==> src/rtl/noc_rr_arbiter_pkg.sv <==
// Shared NoC packet layout: {dest_addr, payload} as used by PEs and switches.
package noc_rr_arbiter_pkg;

  localparam int NocAddressWidth = 3;
  localparam int NocDataWidth    = 32;
  localparam int NocTotalWidth   = NocAddressWidth + NocDataWidth;

  // Field offsets inside a packet: dest at [NocDestLsb +: NocAddressWidth],
  // payload at [NocDataWidth-1:0].
  localparam int NocDestLsb      = NocDataWidth;
  localparam int NocPayloadLsb   = 0;

  // Width of the back-pressure statistics counter.
  localparam int NocBusyCntWidth = 32;

endpackage

==> src/rtl/noc_rr_arbiter_rr_priority_picker.sv <==
// Combinational rotating-priority picker: first set request at or after ptr,
// wrapping modulo numInputs.
module rr_priority_picker #(
  parameter int numInputs    = 4,
  parameter int InputIdWidth = 2
) (
  input  logic [numInputs-1:0]    req_i,
  input  logic [InputIdWidth-1:0] ptr_i,
  output logic [numInputs-1:0]    grant_oh_o,
  output logic [InputIdWidth-1:0] grant_idx_o,
  output logic                    any_o
);

  // Walk the requests in priority order starting at ptr; first hit wins.
  always_comb begin
    logic                    found;
    logic [InputIdWidth:0]   sum;
    logic [InputIdWidth-1:0] idx;
    grant_oh_o  = '0;
    grant_idx_o = '0;
    found       = 1'b0;
    sum         = '0;
    idx         = '0;
    for (int off = 0; off < numInputs; off++) begin
      sum = {1'b0, ptr_i} + (InputIdWidth + 1)'(off);
      if (sum >= (InputIdWidth + 1)'(numInputs)) begin
        sum = sum - (InputIdWidth + 1)'(numInputs);
      end
      idx = sum[InputIdWidth-1:0];
      if (!found && req_i[idx]) begin
        found           = 1'b1;
        grant_oh_o[idx] = 1'b1;
        grant_idx_o     = idx;
      end
    end
  end

  assign any_o = |req_i;

endmodule

==> src/rtl/noc_rr_arbiter.sv <==
// Round-robin arbiter merging numInputs valid/ready packet streams onto one
// registered output link, with a back-pressure cycle counter.
module noc_rr_arbiter
  import noc_rr_arbiter_pkg::*;
#(
  parameter int numInputs    = 4,
  parameter int InputIdWidth = 2,
  parameter int AddressWidth = NocAddressWidth,
  parameter int DataWidth    = NocDataWidth,
  parameter int TotalWidth   = NocTotalWidth
) (
  input  logic                            clk,
  input  logic                            rst,
  input  logic [numInputs*TotalWidth-1:0] i_data,
  input  logic [numInputs-1:0]            i_data_valid,
  output logic [numInputs-1:0]            o_data_ready,
  output logic [TotalWidth-1:0]           o_data,
  output logic                            o_data_valid,
  input  logic                            i_data_ready,
  output logic [InputIdWidth-1:0]         o_grant_id,
  output logic [NocBusyCntWidth-1:0]      o_busy_cnt
);

  // Elaboration-time parameter sanity checks.
  if (numInputs < 2) begin : g_bad_num_inputs
    $error("noc_rr_arbiter: numInputs must be >= 2");
  end
  if (TotalWidth != AddressWidth + DataWidth) begin : g_bad_total_width
    $error("noc_rr_arbiter: TotalWidth must equal AddressWidth + DataWidth");
  end
  if (InputIdWidth < $clog2(numInputs)) begin : g_bad_id_width
    $error("noc_rr_arbiter: InputIdWidth too narrow for numInputs");
  end

  function automatic logic [NocBusyCntWidth-1:0] sat_inc(
    input logic [NocBusyCntWidth-1:0] v
  );
    return (v == '1) ? v : v + NocBusyCntWidth'(1);
  endfunction

  logic [InputIdWidth-1:0]    ptr_q, ptr_d;
  logic [TotalWidth-1:0]      data_q, data_d;
  logic [InputIdWidth-1:0]    gid_q, gid_d;
  logic                       valid_q, valid_d;
  logic [NocBusyCntWidth-1:0] busy_q, busy_d;

  logic [numInputs-1:0]       grant_oh;
  logic [InputIdWidth-1:0]    grant_idx;
  logic                       req_any;
  logic                       load_en;
  logic                       xfer;
  logic [TotalWidth-1:0]      sel_pkt;

  rr_priority_picker #(
    .numInputs   (numInputs),
    .InputIdWidth(InputIdWidth)
  ) u_picker (
    .req_i      (i_data_valid),
    .ptr_i      (ptr_q),
    .grant_oh_o (grant_oh),
    .grant_idx_o(grant_idx),
    .any_o      (req_any)
  );

  // Output register can accept when empty or when drained this same cycle.
  assign load_en = ~valid_q | i_data_ready;
  assign xfer    = load_en & req_any & ~rst;

  assign o_data_ready = grant_oh & {numInputs{xfer}};

  // One-hot mux of the winning source's packet.
  always_comb begin
    sel_pkt = '0;
    for (int k = 0; k < numInputs; k++) begin
      if (grant_oh[k]) begin
        sel_pkt = i_data[k*TotalWidth +: TotalWidth];
      end
    end
  end

  // Next state of the output stage, priority pointer and stall counter.
  always_comb begin
    ptr_d   = ptr_q;
    data_d  = data_q;
    gid_d   = gid_q;
    valid_d = valid_q;
    busy_d  = busy_q;
    if (valid_q && !i_data_ready) begin
      busy_d = sat_inc(busy_q);
    end
    if (xfer) begin
      data_d  = sel_pkt;
      gid_d   = grant_idx;
      valid_d = 1'b1;
      ptr_d   = (grant_idx == InputIdWidth'(numInputs - 1)) ?
                '0 : grant_idx + InputIdWidth'(1);
    end else if (load_en) begin
      valid_d = 1'b0;
    end
  end

  // State registers; reset empties the output stage and rewinds priority.
  always_ff @(posedge clk) begin
    if (rst) begin
      ptr_q   <= '0;
      data_q  <= '0;
      gid_q   <= '0;
      valid_q <= 1'b0;
      busy_q  <= '0;
    end else begin
      ptr_q   <= ptr_d;
      data_q  <= data_d;
      gid_q   <= gid_d;
      valid_q <= valid_d;
      busy_q  <= busy_d;
    end
  end

  assign o_data       = data_q;
  assign o_data_valid = valid_q;
  assign o_grant_id   = gid_q;
  assign o_busy_cnt   = busy_q;

endmodule

==> config.mk <==
export PLATFORM = sky130hd
export DESIGN_NAME = noc_rr_arbiter
export DESIGN_NICKNAME = d
export VERILOG_FILES = /design/src/rtl/noc_rr_arbiter_pkg.sv /design/src/rtl/noc_rr_arbiter_rr_priority_picker.sv /design/src/rtl/noc_rr_arbiter.sv
export SDC_FILE = /design/constraint.sdc
export NUM_CORES = 1
export LEC_CHECK = 0
export ABC_AREA = 1
export CAP_MARGIN = 20
export CORE_MARGIN = 5
export CORE_UTILIZATION = 45
export DETAILED_ROUTE_END_ITERATION = 16
export PLACE_DENSITY = 0.83
export SYNTH_ARGS = -nofsm -noshare
export SYNTH_HDL_FRONTEND = slang
export SYNTH_SLANG_ARGS = --single-unit
==> constraint.sdc <==
create_clock -name clk -period 6.4 [get_ports clk]
set_input_delay 1.28 -clock clk [delete_from_list [all_inputs] [get_ports clk]]
set_output_delay 1.28 -clock clk [all_outputs]
set_load 0.01 [all_outputs]
==> results of run 1 <==
-- per-layer routing --
layer / track usage / wire length, um / part of all wire
met3: 0.0793 / 1840 / 0.098
met2: 0.416 / 8890 / 0.47
met1: 0.293 / 7180 / 0.38
met5: 0 / 0 / 0
met4: 0.120 / 845 / 0.045
-- power groups by stage --
stage          clock network, mW  logic (mW)  registers [mW]
6_report                   0.521        1.74           0.624
5_1_grt                    0.548        1.97           0.637
4_1_cts                    0.527        1.75           0.624
3_5_place_dp                   0        1.74           0.634
3_3_place_gp                   0        1.73           0.631
2_1_floorplan                  0        1.22           0.668
-- registers in the layout, summed over array words and instances (netlist names), named ones only --
register / cells
ptr_q: 1
o_data_valid: 1
o_data: 35
o_busy_cnt: 32
o_grant_id: 2
-- worst paths after layout --
| path | from | end | slack, ps | cells after the start |
|---|---|---|---|---|
| worst min-delay path | o_busy_cnt[4]$_SDFFE_PP0P_ | o_busy_cnt[4]$_SDFFE_PP0P_ | 510 | 2 |
| worst max register to register | register | o_data[11]$_SDFFE_PP0P_ | 2900 | 13 |
| worst max-delay path | i_data_valid[3] | o_data_ready[0] | 1260 | 13 |
| worst min register to register | o_busy_cnt[4]$_SDFFE_PP0P_ | o_busy_cnt[4]$_SDFFE_PP0P_ | 510 | 2 |
-- cells by family (layout without fill, tap and decap cells) --
kind of cell | Yosys count | count (layout) | synth area share
DFF | 72 | 72 | 0.258
adders and majority gates | 8 | 8 | 0.0179
xor gates and xnor gates | 11 | 11 | 0.0172
buffers and inverters | 196 | 395 | 0.155
AOI/OAI and AO/OA | 127 | 127 | 0.138
and+or+nand+nor | 505 | 505 | 0.413
-- cell usage after synthesis (4+ instances only) --
cell	count	area, um2
sky130_fd_sc_hd__buf_2	13	65.1
sky130_fd_sc_hd__nand4_1	14	87.6
sky130_fd_sc_hd__nor4_1	9	56.3
sky130_fd_sc_hd__xnor2_1	4	35.0
sky130_fd_sc_hd__nor3_1	18	90.1
sky130_fd_sc_hd__a21oi_2	31	272
sky130_fd_sc_hd__nand2_2	8	50.1
sky130_fd_sc_hd__nand3_2	23	230
sky130_fd_sc_hd__a21oi_1	68	340
sky130_fd_sc_hd__xor2_1	7	61.3
sky130_fd_sc_hd__buf_6	11	124
sky130_fd_sc_hd__nand2_1	284	1070
sky130_fd_sc_hd__clkbuf_1	14	52.6
sky130_fd_sc_hd__o21ai_0	23	115
sky130_fd_sc_hd__dfxtp_1	72	1440
sky130_fd_sc_hd__ha_1	8	100
sky130_fd_sc_hd__nor2_1	73	274
sky130_fd_sc_hd__inv_1	149	559
sky130_fd_sc_hd__nand3_1	64	320
sky130_fd_sc_hd__inv_2	5	18.8
-- per-stage QoR --
stage | cells | setup WS (ps) | instance area, um2
floorplan | 919 | 2770 | 5590
global placement | 1270 | 1300 | 7750
detailed placement | 1270 | 1280 | 7750
CTS | 1286 | 1270 | 8060
global route | 1286 | 1010 | 8060
finish | 1286 | 1260 | 8060
-- final cells by class --
cell class,instances,area [um2],share of cell area
flip-flops and latches,72,1440,0.179
repair buffers,224,2230,0.276
clock inverters,5,55.1,0.00683
inverters,155,587,0.0728
clock buffers,11,253,0.0314
well taps,168,210,0.0261
multi-input cells,651,3280,0.408
-- critical path, delay by kind of cell --
kind | cells | cell delay [ps]
and+or+nand+nor | 8 | 1410
buffers and inverters | 5 | 1160
==> flow_metrics.env, run 1 <==
export IMPL_run_status="finished, final reports clean"
export IMPL_fin_nets=1268
export IMPL_num_io_pins=221
export IMPL_h_tree_depth=3
export IMPL_floorplan_rows=40
export IMPL_sw_frac_of_total=0.465
export IMPL_worstPathRequired_ps=5120
export IMPL_initial_utilization=0.461
export IMPL_routabilityCongestion=0.920
export IMPL_drt_pass1_iterations=9
export IMPL_clock_power_share=0.180
export IMPL_hold_worst_slack_ps=511
export IMPL_crit_top_cell="sky130_fd_sc_hd__nand2_1"
export IMPL_timing_hold_violations_final=0
export IMPL_numCtsBuffers=9
export IMPL_finalSetupViolCount=0
export IMPL_fin_worst_skew_ps=8.86
export IMPL_clock_sinks=72
export IMPL_worst_margin_slew_ps=815
export IMPL_pwr_density_cell_nw_per_um2=358
export IMPL_antenna_cells_inserted=0
export IMPL_grt_start_max_net_pins=71
export IMPL_final_fill_count=1129
export IMPL_path_class="in -> out"
export IMPL_post_synth_inst_count=919
export IMPL_max_capacitance_violation_count=0
export IMPL_timing_critical_path_arrival_ps=3860
export IMPL_dieHeight_um=121
export IMPL_crit_end_category="output pin"
export IMPL_postSynthRegisterBits=72
export IMPL_postSynthNetCount=1074
export IMPL_yosysUniqueCellTypes=34
export IMPL_netSwitchingPower_mw=1.34
export IMPL_syn_to_final_growth_pct=44.3
export IMPL_insertion_delay_ps=330
export IMPL_post_route_min_period_ps=5140
export IMPL_grt_antenna_before_repair=0
export IMPL_worst_slew_slack_as_a_fraction_of_its_limit=0.456
export IMPL_global_route_usage_sum=0.251
export IMPL_post_cts_setup_buffer_count=0
export IMPL_timing_critical_path_fanout_max=36
export IMPL_crit_path_cell_trace="clkdlybuf4s50_1 > inv_1 > nand2_1 > nand3_2 > nand2_4 > inv_2 > nand2_2 > nor2_4 > nand2_1 > nand3_2 > nand2_1 > inv_1 > clkdlybuf4s50_1"
export IMPL_remaining_drc_errors=0
export IMPL_floorplan_die_area_um2=14700
export IMPL_dr_iter_0_viols=537
export IMPL_power_frac_comb=0.604
export IMPL_synthFlopType="sky130_fd_sc_hd__dfxtp_1"
export IMPL_period_share=0.802
export IMPL_hpwlAfterDp_um=14200
export IMPL_synth_cell_area_um2=5590
export IMPL_totalPowerFinal_mw=2.89
export IMPL_slowest_stage="sky130_fd_sc_hd__nand3_2"
export IMPL_final_max_slew_violation_count=0
export IMPL_grt_pass1_vias=6071
export IMPL_setup_worst_path_start_class="primary input"
export IMPL_die_span_in_x_um=121
export IMPL_most_frequent_cells_in_the_layout="sky130_fd_sc_hd__nand2_1 (284), sky130_fd_sc_hd__clkdlybuf4s50_1 (219), sky130_fd_sc_hd__inv_1 (149)"
export IMPL_count_of_input_and_output_buffers=220
export IMPL_mean_syn_cell_area_um2=6.08
export IMPL_vdd_ir_drop_max_mv=0.213
export IMPL_hold_wc_path_type="reg -> reg"
export IMPL_fp_coreArea_um2=12100
export IMPL_synth_warning_count=0
export IMPL_total_leakage_power_nw=3.53
export IMPL_detail_route_wl_per_cell_um=14.6
export IMPL_grt_ovfl_total=0
export IMPL_vias=6370
export IMPL_cts_resized=0
export IMPL_avgViaCountPerCell=4.95
export IMPL_tritoncts="done"
export IMPL_grt_pass1_wl_um=30000
export IMPL_post_route_util=0.665
export IMPL_post_route_cells_drive_above_1_share=0.0886
export IMPL_setup_tns_ps=0
export IMPL_power_frac_seq=0.216
export IMPL_final_common_cell="sky130_fd_sc_hd__nand2_1"
export IMPL_maximum_clock_frequency_mhz=195
export IMPL_rsz0062_at_grt="no"
export IMPL_ys_async_sr_fraction=0
export IMPL_slowest_delay_ps=630
export IMPL_internal_power_mw=1.55
export IMPL_cts_clk_slew_worst_paths_ps=60
export IMPL_antenna_left=0
export IMPL_synth_edf_count=0
export IMPL_number_of_buffers_between_clock_root_and_the_deepest_sink=2
export IMPL_postRouteWirelength_um=18800
export IMPL_cts_hold_buf=0
export IMPL_root_buffer="sky130_fd_sc_hd__clkbuf_16"
export IMPL_seq_area_frac_synth=0.258
Note: power is estimated with default switching activity, not from simulation.
==> inputs of run 2 (changes only) <==
Settings changed: CORE_UTILIZATION 45 to 40, PLACE_DENSITY 0.83 to 0.78.
Clock period 6.4 ns to 4.35 ns, I/O delays scaled along.
==> flow_metrics.env, run 2 (same netlist as run 1, synthesis figures left out) <==
export IMPL_worst_slew_slack_as_a_fraction_of_its_limit=0.484
export IMPL_grt_ovfl_total=0
export IMPL_setup_tns_ps=0
export IMPL_dieHeight_um=128
export IMPL_grt_start_max_net_pins=71
export IMPL_maximum_clock_frequency_mhz=266
export IMPL_vdd_ir_drop_max_mv=0.415
export IMPL_hold_wc_path_type="reg -> reg"
export IMPL_routabilityCongestion=0.949
export IMPL_grt_pass1_wl_um=29700
export IMPL_largest_register_ffs=35
export IMPL_h_tree_depth=3
export IMPL_worst_margin_slew_ps=767
export IMPL_dr_iter_0_viols=333
export IMPL_antenna_cells_inserted=0
export IMPL_wl_met1_um=7620
export IMPL_avgViaCountPerCell=4.85
export IMPL_path_class="in -> out"
export IMPL_fin_nets=1274
export IMPL_pwr_density_cell_nw_per_um2=536
export IMPL_numCtsBuffers=9
export IMPL_num_io_pins=221
export IMPL_worst_slack_after_detailed_placement_ps=585
export IMPL_finalSetupViolCount=0
export IMPL_floorplan_die_area_um2=16400
export IMPL_hold_worst_slack_ps=500
export IMPL_run_status="finished, final reports clean"
export IMPL_tritoncts="done"
export IMPL_syn_to_final_growth_pct=45.6
export IMPL_rsz0062_at_grt="no"
export IMPL_grt_antenna_before_repair=0
export IMPL_timing_critical_path_arrival_ps=2890
export IMPL_timing_critical_path_fanout_max=6
export IMPL_final_max_slew_violation_count=0
export IMPL_number_of_buffers_between_clock_root_and_the_deepest_sink=2
export IMPL_post_route_util=0.590
export IMPL_root_buffer="sky130_fd_sc_hd__clkbuf_16"
export IMPL_floorplan_rows=43
export IMPL_worst_slack_ps=594
export IMPL_remaining_drc_errors=0
export IMPL_reg2regPathDepth=14
export IMPL_insertion_delay_ps=340
export IMPL_initial_utilization=0.406
export IMPL_clock_sinks=72
export IMPL_timing_hold_violations_final=0
export IMPL_cts_hold_buf=0
export IMPL_antenna_left=0
export IMPL_total_leakage_power_nw=3.56
export IMPL_worstPathRequired_ps=3480
export IMPL_detail_route_wl_per_cell_um=14.6
export IMPL_die_span_in_x_um=128
export IMPL_post_route_cells_drive_above_1_share=0.0925
export IMPL_global_route_usage_sum=0.227
export IMPL_detailroute_wirelength_met3_um=1690
export IMPL_postRouteWirelength_um=19100
export IMPL_hold_path_cell_count=2
export IMPL_crit_end_category="output pin"
export IMPL_grt_pass1_vias=5906
export IMPL_drt_pass1_iterations=6
export IMPL_post_cts_setup_buffer_count=0
export IMPL_final_common_cell="sky130_fd_sc_hd__nand2_1"
export IMPL_post_route_min_period_ps=3760
export IMPL_period_share=0.863
export IMPL_most_frequent_cells_in_the_layout="sky130_fd_sc_hd__nand2_1 (284), sky130_fd_sc_hd__clkdlybuf4s50_1 (219), sky130_fd_sc_hd__inv_1 (149)"
export IMPL_max_capacitance_violation_count=0
export IMPL_cts_clk_slew_worst_paths_ps=60
export IMPL_count_of_input_and_output_buffers=220
export IMPL_vias=6328
export IMPL_top_layer_used="met4"
export IMPL_setup_worst_path_start_class="primary input"
export IMPL_cts_resized=0
export IMPL_fp_coreArea_um2=13800
export IMPL_fin_worst_skew_ps=7.60
export IMPL_wl_met2_um=9190
export IMPL_hpwlAfterDp_um=14500
[run 2: cell type report]
| class | instances | area [um2] |
|---|---|---|
| tap | 180 | 225 |
| multi-input combinational | 651 | 3280 |
| fill | 1379 | 5640 |
| clock buffer | 11 | 243 |
| clock inverter | 5 | 80.1 |
| inverter | 155 | 587 |
| sequential | 72 | 1440 |
| timing repair buffer | 230 | 2270 |
[run 2: worst paths after layout]
path | start | to | slack, ps
setup / recovery | i_data_valid[2] | o_data_ready[2] | 590
setup reg to reg | ptr_q[1]$_SDFFE_PP0P_ | o_data[29]$_SDFFE_PP0P_ | 1230
hold reg to reg | o_busy_cnt[26]$_SDFFE_PP0P_ | o_busy_cnt[26]$_SDFFE_PP0P_ | 500
hold / removal | o_busy_cnt[26]$_SDFFE_PP0P_ | o_busy_cnt[26]$_SDFFE_PP0P_ | 500
[run 2: through the flow]
| stage | total power [mW] | cell area (um2) | instances |
|---|---|---|---|
| 6_report | 4.36 | 8130 | 1304 |
| 5_1_grt | 4.70 | 8130 | 1304 |
| 4_1_cts | 4.38 | 8130 | 1304 |
| 2_1_floorplan | 2.78 | 5590 | 919 |
| 3_3_place_gp | 3.53 | 7810 | 1288 |
| 3_5_place_dp | 3.54 | 7810 | 1288 |
[run 2: critical path, stage by stage]
cell	delay, ps
sky130_fd_sc_hd__clkdlybuf4s50_1	510
sky130_fd_sc_hd__inv_1	80
sky130_fd_sc_hd__o211ai_1	180
sky130_fd_sc_hd__nand2_2	150
sky130_fd_sc_hd__nor2_4	210
sky130_fd_sc_hd__nand2_1	80
sky130_fd_sc_hd__nand3_2	90
sky130_fd_sc_hd__nand2_1	90
sky130_fd_sc_hd__inv_1	90
sky130_fd_sc_hd__clkdlybuf4s50_1	530
[run 2: metal layers]
layer / vias up / global-route usage
li1: 3282 / -
met1: 2783 / 0.263
met2: 227 / 0.393
met3: 36 / 0.0671
met4: 0 / 0.0874
met5: - / 0
[run 2: power by group]
group / leakage (nW) / total [mW] / switching (mW) / internal (mW)
Sequential: 0.586 / 0.917 / 0.0997 / 0.817
Clock: 0.152 / 0.817 / 0.300 / 0.517
Combinational: 2.83 / 2.62 / 1.61 / 1.01
